### config.mk
export PLATFORM = sky130hd
export DESIGN_NAME = adc_window_integrator
export DESIGN_NICKNAME = d
export VERILOG_FILES = /design/src/rtl/adc_window_integrator.sv
export SDC_FILE = /design/constraint.sdc
export NUM_CORES = 2
export LEC_CHECK = 0
export CAP_MARGIN = 5
export CELL_PAD_IN_SITES_DETAIL_PLACEMENT = 1
export CELL_PAD_IN_SITES_GLOBAL_PLACEMENT = 1
export CORE_AREA = 2 2 441 443
export DETAILED_ROUTE_END_ITERATION = 7
export DIE_AREA = 0 0 443 445
export PLACE_DENSITY_LB_ADDON = 0.1
export REMOVE_ABC_BUFFERS = 1
export SETUP_SLACK_MARGIN = 0.4
export SKIP_CTS_REPAIR_TIMING = 1
export SLEW_MARGIN = 15
export SYNTH_ARGS = -nofsm -noshare
export SYNTH_HDL_FRONTEND = slang
export SYNTH_SLANG_ARGS = --single-unit
### constraint.sdc
create_clock -name clk -period 52.5 [get_ports clk]
set_clock_uncertainty 0.1 [all_clocks]
set_input_delay 15.75 -clock clk [delete_from_list [all_inputs] [get_ports clk]]
set_output_delay 15.75 -clock clk [all_outputs]
set_load 0.03 [all_outputs]
### src/rtl/adc_window_integrator.sv
// Per-channel windowed integrator: sums each ADC channel over window_len strobes and
// streams {header, first timestamp, sums} as a 64-bit AXI-stream packet, double-buffered.

module adc_window_lane #(
  parameter int WIDTH = 18,
  parameter int SUM_W = 34
) (
  input  logic             clk,
  input  logic             rst,
  input  logic             start,
  input  logic             acc,
  input  logic             load,
  input  logic [WIDTH-1:0] data,
  input  logic             ch_valid,
  output logic [SUM_W-1:0] buf_sum,
  output logic             buf_bad
);
  logic [SUM_W-1:0] sum, sum_nxt, d_ext;
  logic             bad, bad_nxt;

  // The opening sample replaces the old window's sum instead of adding to it.
  assign d_ext   = ch_valid ? {{(SUM_W-WIDTH){data[WIDTH-1]}}, data} : '0;
  assign sum_nxt = (start ? '0 : sum) + d_ext;
  assign bad_nxt = (bad & ~start) | ~ch_valid;

  always_ff @(posedge clk or posedge rst) begin
    if (rst) begin
      sum     <= '0;
      bad     <= 1'b0;
      buf_sum <= '0;
      buf_bad <= 1'b0;
    end else begin
      if (acc) begin
        sum <= sum_nxt;
        bad <= bad_nxt;
      end
      // Load captures the closing strobe's contribution directly.
      if (load) begin
        buf_sum <= sum_nxt;
        buf_bad <= bad_nxt;
      end
    end
  end
endmodule

module adc_window_integrator #(
  parameter int NUM_CH   = 16,
  parameter int WIDTH    = 18,
  parameter int CNT_BITS = 16
) (
  input  logic                           clk,
  input  logic                           rst,
  input  logic                           ena,
  input  logic [CNT_BITS-1:0]            window_len,
  input  logic                           sample_valid,
  input  logic [63:0]                    sample_ts,
  input  logic [NUM_CH-1:0][WIDTH-1:0]   sample_ch_data,
  input  logic [NUM_CH-1:0]              sample_ch_valid,
  output logic [63:0]                    fifo_tdata,
  output logic                           fifo_tvalid,
  output logic                           fifo_tlast,
  input  logic                           fifo_tready,
  output logic [15:0]                    overflow_count,
  output logic                           busy
);
  localparam int SUM_W = WIDTH + CNT_BITS;
  localparam int IW    = (NUM_CH > 1) ? $clog2(NUM_CH) : 1;
  localparam logic [IW-1:0] LAST_IDX = IW'(NUM_CH-1);

  localparam logic [0:0] A_IDLE  = 1'd0;
  localparam logic [0:0] A_ACCUM = 1'd1;
  localparam logic [1:0] E_IDLE  = 2'd0;
  localparam logic [1:0] E_HDR   = 2'd1;
  localparam logic [1:0] E_TS    = 2'd2;
  localparam logic [1:0] E_SUM   = 2'd3;

  typedef struct packed {
    logic [CNT_BITS-1:0] n;
    logic [63:0]         ts;
  } hdr_t;

  logic [0:0]                     acc_st;
  logic [CNT_BITS-1:0]            cnt, n_len, cnt_nxt, n_cur;
  logic [63:0]                    ts0;
  logic                           start, step, acc, close;
  logic [1:0]                     e_st;
  logic [IW-1:0]                  widx;
  hdr_t                           hdr;
  logic                           hs, last_hs, em_free, load;
  logic [NUM_CH-1:0][SUM_W-1:0]   buf_sum;
  logic [NUM_CH-1:0]              buf_bad;

  assign start   = (acc_st == A_IDLE) && ena && (window_len != '0) && sample_valid;
  assign step    = (acc_st == A_ACCUM) && ena && sample_valid;
  assign acc     = start | step;
  assign cnt_nxt = start ? CNT_BITS'(1) : cnt + CNT_BITS'(1);
  assign n_cur   = start ? window_len : n_len;
  assign close   = acc && (cnt_nxt == n_cur);
  assign busy    = (acc_st == A_ACCUM);

  assign fifo_tvalid = (e_st != E_IDLE);
  assign fifo_tlast  = (e_st == E_SUM) && (widx == LAST_IDX);
  assign hs          = fifo_tvalid && fifo_tready;
  assign last_hs     = hs && fifo_tlast;
  // A close that lands on the final handshake reuses the buffer without a gap.
  assign em_free     = (e_st == E_IDLE) || last_hs;
  assign load        = close && em_free;

  for (genvar k = 0; k < NUM_CH; k++) begin : g_lane
    adc_window_lane #(.WIDTH(WIDTH), .SUM_W(SUM_W)) u_lane (
      .clk      (clk),
      .rst      (rst),
      .start    (start),
      .acc      (acc),
      .load     (load),
      .data     (sample_ch_data[k]),
      .ch_valid (sample_ch_valid[k]),
      .buf_sum  (buf_sum[k]),
      .buf_bad  (buf_bad[k])
    );
  end

  always_ff @(posedge clk or posedge rst) begin
    if (rst) begin
      acc_st <= A_IDLE;
      cnt    <= '0;
      n_len  <= '0;
      ts0    <= '0;
    end else begin
      case (acc_st)
        A_IDLE: if (start) begin
          n_len  <= window_len;
          ts0    <= sample_ts;
          cnt    <= cnt_nxt;
          acc_st <= close ? A_IDLE : A_ACCUM;
        end
        default: if (!ena) begin
          acc_st <= A_IDLE;
        end else if (sample_valid) begin
          cnt <= cnt_nxt;
          if (close) acc_st <= A_IDLE;
        end
      endcase
    end
  end

  always_ff @(posedge clk or posedge rst) begin
    if (rst) begin
      e_st           <= E_IDLE;
      widx           <= '0;
      hdr            <= '0;
      overflow_count <= '0;
    end else begin
      if (load) begin
        hdr.n  <= n_cur;
        hdr.ts <= start ? sample_ts : ts0;
        e_st   <= E_HDR;
        widx   <= '0;
      end else if (hs) begin
        case (e_st)
          E_HDR: e_st <= E_TS;
          E_TS: begin
            e_st <= E_SUM;
            widx <= '0;
          end
          E_SUM: if (fifo_tlast) e_st <= E_IDLE;
                 else            widx <= widx + IW'(1);
          default: e_st <= E_IDLE;
        endcase
      end
      if (close && !em_free && overflow_count != 16'hFFFF)
        overflow_count <= overflow_count + 16'd1;
    end
  end

  always_comb begin
    fifo_tdata = '0;
    case (e_st)
      E_HDR: fifo_tdata = {8'hA1, 8'(NUM_CH), 16'(hdr.n), 32'(buf_bad)};
      E_TS:  fifo_tdata = hdr.ts;
      E_SUM: fifo_tdata = 64'($signed(buf_sum[widx]));
      default: fifo_tdata = '0;
    endcase
  end
endmodule
# ---- Word-level counts from Yosys, hierarchy flattened
# Cells that the tools add are included.
dict set report word_totals {
  latchBits 0
  mem_bits_rw 0
  mem_count 0
  out_inout_bits 83
  rom_bits 0
  regBits 1319
  inputBits 389
}
dict set report op_classes {
  bitwise_logic 51
  n_mul 0
  n_addsub 19
  eq_ne 10
  shifts 0
  n_reduce_logical 23
  n_div 0
  order_cmp 1
  mux 55
}
# cell count
set op_table {}
lappend op_table {{34-bit 2-to-1 mux} 33}
lappend op_table {{34-bit adder} 16}
lappend op_table {{64-bit one-hot mux with 3 select lines} 1}
lappend op_table {{34-bit binary-select mux with 4-bit select} 1}
lappend op_table {{16-bit 2-to-1 mux} 6}
lappend op_table {{64-bit 2-to-1 mux} 1}
lappend op_table {{16-bit by 1-bit adder with 16-bit output (second input constant)} 2}
lappend op_table {{1-bit NOT} 18}
lappend op_table {{1-bit bitwise OR} 17}
lappend op_table {{1-bit bitwise AND} 16}
lappend op_table {{16-bit == test} 1}
lappend op_table {{16-bit inequality test (second input constant)} 1}
lappend op_table {{16-bit nonzero test} 1}
lappend op_table {{1-bit logical AND} 12}
lappend op_table {{4-bit 2-to-1 mux} 3}
lappend op_table {{4-bit one-hot mux with 2 select lines} 1}
lappend op_table {{2-bit 2-to-1 mux} 3}
lappend op_table {{3-bit by 2-bit inequality test with 1-bit output (second input constant)} 2}
lappend op_table {{2-bit one-hot mux with 3 select lines} 1}
lappend op_table {{3-bit AND reduction} 2}
lappend op_table {{2-bit nonzero test} 3}
lappend op_table {{4-bit by 5-bit < comparator with 1-bit output (second input constant)} 1}
lappend op_table {{1-bit 2-to-1 mux} 5}
lappend op_table {{4-bit by 1-bit adder with 4-bit output (second input constant)} 1}
lappend op_table {{9 further kinds} 11}

# ---- Longest topological paths before layout
dict set report depth {
  ltp_word 11
  mapped_depth 23
  ltp_nobuf 19
}

# ---- By module
# A second synthesis with hierarchy kept.
dict set report unflattened {
  hier_cells 9347
  area_unflattened_um2 91886.9
}
# mod cells_per_inst seq_area_each_um2 area_per_inst_um2 n_inst
set modules_own_cells {}
lappend modules_own_cells {{adc_window_lane at g_lane[13].u_lane ...} 502 1751.7 4849.7 8}
lappend modules_own_cells {{adc_window_lane at g_lane[6].u_lane ...} 542 1751.7 5023.6 3}
lappend modules_own_cells {{adc_window_lane at g_lane[0].u_lane ...} 496 1751.7 4860.9 3}
lappend modules_own_cells {adc_window_integrator 1169 4979.8 13561.8 1}
lappend modules_own_cells {{adc_window_lane at g_lane[9].u_lane} 535 1751.7 4943.5 1}
lappend modules_own_cells {{adc_window_lane at g_lane[12].u_lane} 513 1751.7 4931.0 1}

# ---- Worst setup path after synthesis
# Ideal clock, no wire load.
dict set report synth_timing {
  path_kind {input to register}
  from {in window_len[12]}
  to {reg g_lane[12].u_lane.buf_sum[32]}
  setup_slack_ps 31932
  stages 22
  t_arrival_ps 20335
  n_path_buf 3
  required_time_ps 52267
  cell_sequence {nor4_2 > nand3_1 > o21ai_1 > clkbuf_1 > clkbuf_1 > clkbuf_1 > and2_1 > ha_1 > inv_1 > fa_1 > nor2b_1 > o21ai_0 > a21boi_0 > a41o_1 > nor4b_1 > o41ai_1 > a211oi_1 > o311ai_0 > o211ai_1 > o21ai_0 > xnor2_1 > o21ai_0}
}
dict set report synth_between {
  elab_chain_len 7
  word_cells_on_any_way 11
  cone_classes {add/sub: 1; eq/ne: 1; mux: 3; bitwise: 1; reduce/logical: 5}
}
# element line
set synth_lines {}
lappend synth_lines {{start: declaration} 54} ;# input logic [CNT_BITS-1:0] window_len,
lappend synth_lines {{parallel branches: the longest is 7 deep, another holds 34-bit adder} -}
lappend synth_lines {{end signal: assignment} 39} ;# buf_sum <= sum_nxt;
lappend synth_lines {{end: declaration} 15} ;# output logic [SUM_W-1:0] buf_sum,
# Parallel ways; which one is timed is not known.
# A chain may end at the register's enable or synchronous reset.

# ---- Final worst setup path
dict set report layout_timing {
  from {in window_len[11]}
  to {reg g_lane[5].u_lane.sum[33]}
}
dict set report layout_between {
  elab_chain_len 5
  word_cells_on_any_way 6
  cone_classes {add/sub: 1; mux: 1; bitwise: 1; reduce/logical: 3}
}
# element line
set layout_lines {}
lappend layout_lines {{16-bit nonzero test *} 93} ;# assign start = (acc_st == A_IDLE) && ena && (window_len != '0) && sample_valid;
lappend layout_lines {{1-bit logical AND * (2 in series)} 93}
lappend layout_lines {{34-bit 2-to-1 mux} 23} ;# assign sum_nxt = (start ? '0 : sum) + d_ext;
lappend layout_lines {{34-bit adder} 23}
lappend layout_lines {{end signal: assignment} 34} ;# sum <= sum_nxt;
lappend layout_lines {{end: declaration} 18} ;# logic [SUM_W-1:0] sum, sum_nxt, d_ext;
# Mark *: on every way between the ends. The rest lies on a longest branch, timed or not.

==> results.toml <==
[floorplan]
die_area_um2 = 197100
die_h_um = 445
dieWidth_um = 443
rows = 161
initial_core_util_pct = 42.82
num_io_pins = 472
core_area_um2 = 192000

[setup_path]
critPathRequiredTime_ps = 53090
cp_cell_sequence = "clkdlybuf4s50_1 -> nor4_1 -> nand2_1 -> o21ai_4 -> buf_4 -> buf_4 -> buf_4 -> and2_1 -> ha_1 -> a21oi_1 -> o21ai_0 -> nor3_1 -> a2111oi_0 -> o21ai_0 -> a21oi_1 -> a211oi_1 -> o21ai_0 -> a21oi_1 -> xnor2_1 -> o21ai_0 -> a22o_1"
crit_slowest_cell = "a2111oi_0"
worst-setup-path-type = "primary input to flip-flop"
path_common_cell = "o21ai_0"
crit_arrival_ps = 23010
max_stage_delay_ps = 1040
crit_path_start = "window_len[11]"
end_kind = "flip-flop"
start_kind = "primary input"
r2r-start = "busy"
cp_max_fo = 42

[logic_synthesis]
ys_seq_area_share_pct = 40.15
synthTopCellsByCount = "nand2_1 (1706), dfrtp_1 (1319), o21ai_0 (1254), and2_1 (808), ha_1 (535)"
yosys-top-cells-area = "dfrtp_1 (40%), ha_1 (8.1%), nand2_1 (7.8%)"
synth_area_um2 = 82200
netlist_instances = 9051
synth_edf_count = 0
synth_cell_types = 78
synth_top_cell_by_area = "dfrtp_1"
ys_warn_count = 0
avgSynthCellArea_um2 = 9.082
ys_async_sr_fraction_pct = 100.0
ys_ff_latch = 1319
ys.flop_type = "dfrtp_1"
yosysMostFrequentCell = "nand2_1"
synth_top_area_share_pct = 40.15

[power]
vdd_drop_max_mv = 0.03217
p_seq_share_pct = 32.7
p_comb_share_pct = 38.9
total_power_w = 0.004094
switchingPower_w = 0.001527
sw_frac_of_total_pct = 37.31
power_frac_clock_pct = 28.5
leakage_nw = 43.94
power_density_nw_per_um2 = 43.29
p_int_w = 0.002566

[routing]
drt_iter0_markers = 3843
drt_wl_total_mm = 268.1
via_per_inst = 5.623
drt_first_pass_iters = 6
ant_nets = 0
vias = 67400
drc = 0
wl_per_cell_um = 22.37

[timing]
timing.final.crit_share_pct = 42.71
setup_viol = 0
slew_violations = 0
fmax_ghz = 0.04460
finalSetupTns_ps = 0
rsz0062_at_grt = "false"
finalHoldViolCount = 0
worst_slack_ps = 30080
slew_headroom_pct = 19.69
fin_crit_ps = 22420
tightest_slew_ps = 1174

[run]
max_cap_viol_count = 0

[layout]
nNetsFinal = 10260
drive_above_1_share_pct = 6.965
design_area_um2 = 94560
final_util_pct = 49.26
area_growth_pct = 15.04

[cts]
cts_tree = "yes"
cts_max_path_buffers = 3
clk_latency_ps = 820
htree_levels = 4
cts_sinks = 1319
clkTransAtPathRegs_ps = 60
cts-buffers-inserted = 159
root_buffer = "clkbuf_16"

[global_routing]
grt_util_all_layers_pct = 27.18
antenna_found_initial = 34
grt_pass1_wl_mm = 420.7
grt-ovfl-total = 0
grt_max_degree = 236
grt_pass1_vias = 72320

[placement]
routabilityCongestion = 0.9010
place_area_um2 = 89050
dpl_worst_slack_ps = 29380
portBuffers = 471
dp_hpwl_mm = 196.2

[min_path]
hold_path_class = "flip-flop to flip-flop"
hold_start = "g_lane[5].u_lane.sum[0]"

[run_status]
status = "complete, no violations"
worst paths after layout:
check                      cells after the start  slack, ps                  endpoint
min                                            2        360   g_lane[5].u_lane.sum[0]
max in group asynchronous                      6      32810  g_lane[0].u_lane.sum[33]
min reg2reg                                    2        360   g_lane[5].u_lane.sum[0]
max reg2reg                                   19      45630  g_lane[5].u_lane.sum[33]
max                                           21      30080  g_lane[5].u_lane.sum[33]
min in group asynchronous                      2      15400   g_lane[1].u_lane.sum[1]
power groups by stage:
stage          Combinational [W]  Clock (W)  Sequential [W]
2_1_floorplan            0.00115          0         0.00136
6_report                 0.00159    0.00117         0.00134
3_3_place_gp             0.00152          0         0.00134
3_5_place_dp             0.00158          0         0.00135
5_1_grt                  0.00178    0.00123         0.00137
4_1_cts                  0.00160    0.00119         0.00134
through the flow:
step,instances,hold slack (ps)
floorplan,8606,333.4
detailed placement,11690,354.4
finish,11990,363.3
global route,11980,389.1
global placement,11690,349.8
CTS,11970,368.2
worst max-delay path: cells and delay by family:
kind | cells | cell delay [ps]
compound gates | 11 | 3580
xor+xnor | 1 | 250
fa+ha+maj | 1 | 210
buf+inv | 4 | 1860
simple gates | 4 | 1250
final cells by class:
cell class	instances	area [um^2]
antenna	14	35.03
clock buffer	231	4801
clock inverter	56	675.6
fill	21860	97410
inverter	179	679.4
multi-input combinational	7108	46770
sequential	1319	33020
tap	2526	3161
timing repair buffer	554	5425
cell usage in the layout, fill, tap and decap left out, types with 35 or more instances in the layout:
cell type	instances
nand2_1	1705
dfrtp_1	1315
o21ai_0	1254
and2_1	808
ha_1	531
a21oi_1	479
clkdlybuf4s50_1	471
xnor2_1	279
nor2_1	263
xor2_1	255
a21o_1	220
inv_1	178
mux4_2	170
clkbuf_16	168
nand3_1	94
nand2b_1	80
buf_4	76
o21ai_1	73
mux2_4	71
nor2b_1	66
o21bai_1	62
a31oi_1	56
nor3_1	50
and3_1	39
o31ai_1	38
o21a_1	37
o211ai_1	37
a22oi_1	37
clkbuf_8	36
a211oi_1	35
logic make-up (layout without fill, tap and decap cells):
family                     after synthesis  count (layout)  synth area share [%]
and+or+nand+nor                       3227            3227                 18.45
AOI/OAI and AO/OA                     2532            2532                 17.88
DFF                                   1319            1319                 40.15
buffers and inverters                  624            1020                 3.031
adders and majority gates              551             551                 8.533
xor gates and xnor gates               534             534                 5.690
muxes                                  264             264                 6.268
other                                    0              14                     0
state kept, by name, indices dropped and copies added, names as in the netlist:
| signal | count |
|---|---|
| ts0 | 64 |
| e_st | 2 |
| g_lane.u_lane.buf_sum | 544 |
| g_lane.u_lane.sum | 544 |
| g_lane.u_lane.bad | 16 |
| overflow_count | 16 |
| busy | 1 |
| hdr | 80 |
| n_len | 16 |
| widx | 4 |
| g_lane.u_lane.buf_bad | 16 |
| cnt | 16 |
routing by layer:
metal | wire, um | vias up | global-route usage [%]
met3 | 8298 | 417 | 2.691
li1 | - | 32060 | -
met4 | 11810 | 6 | 11.48
met1 | 116400 | 33880 | 34.57
met2 | 131600 | 1041 | 47.12
met5 | 35 | - | 0
Power figures use the tool's default switching activity.
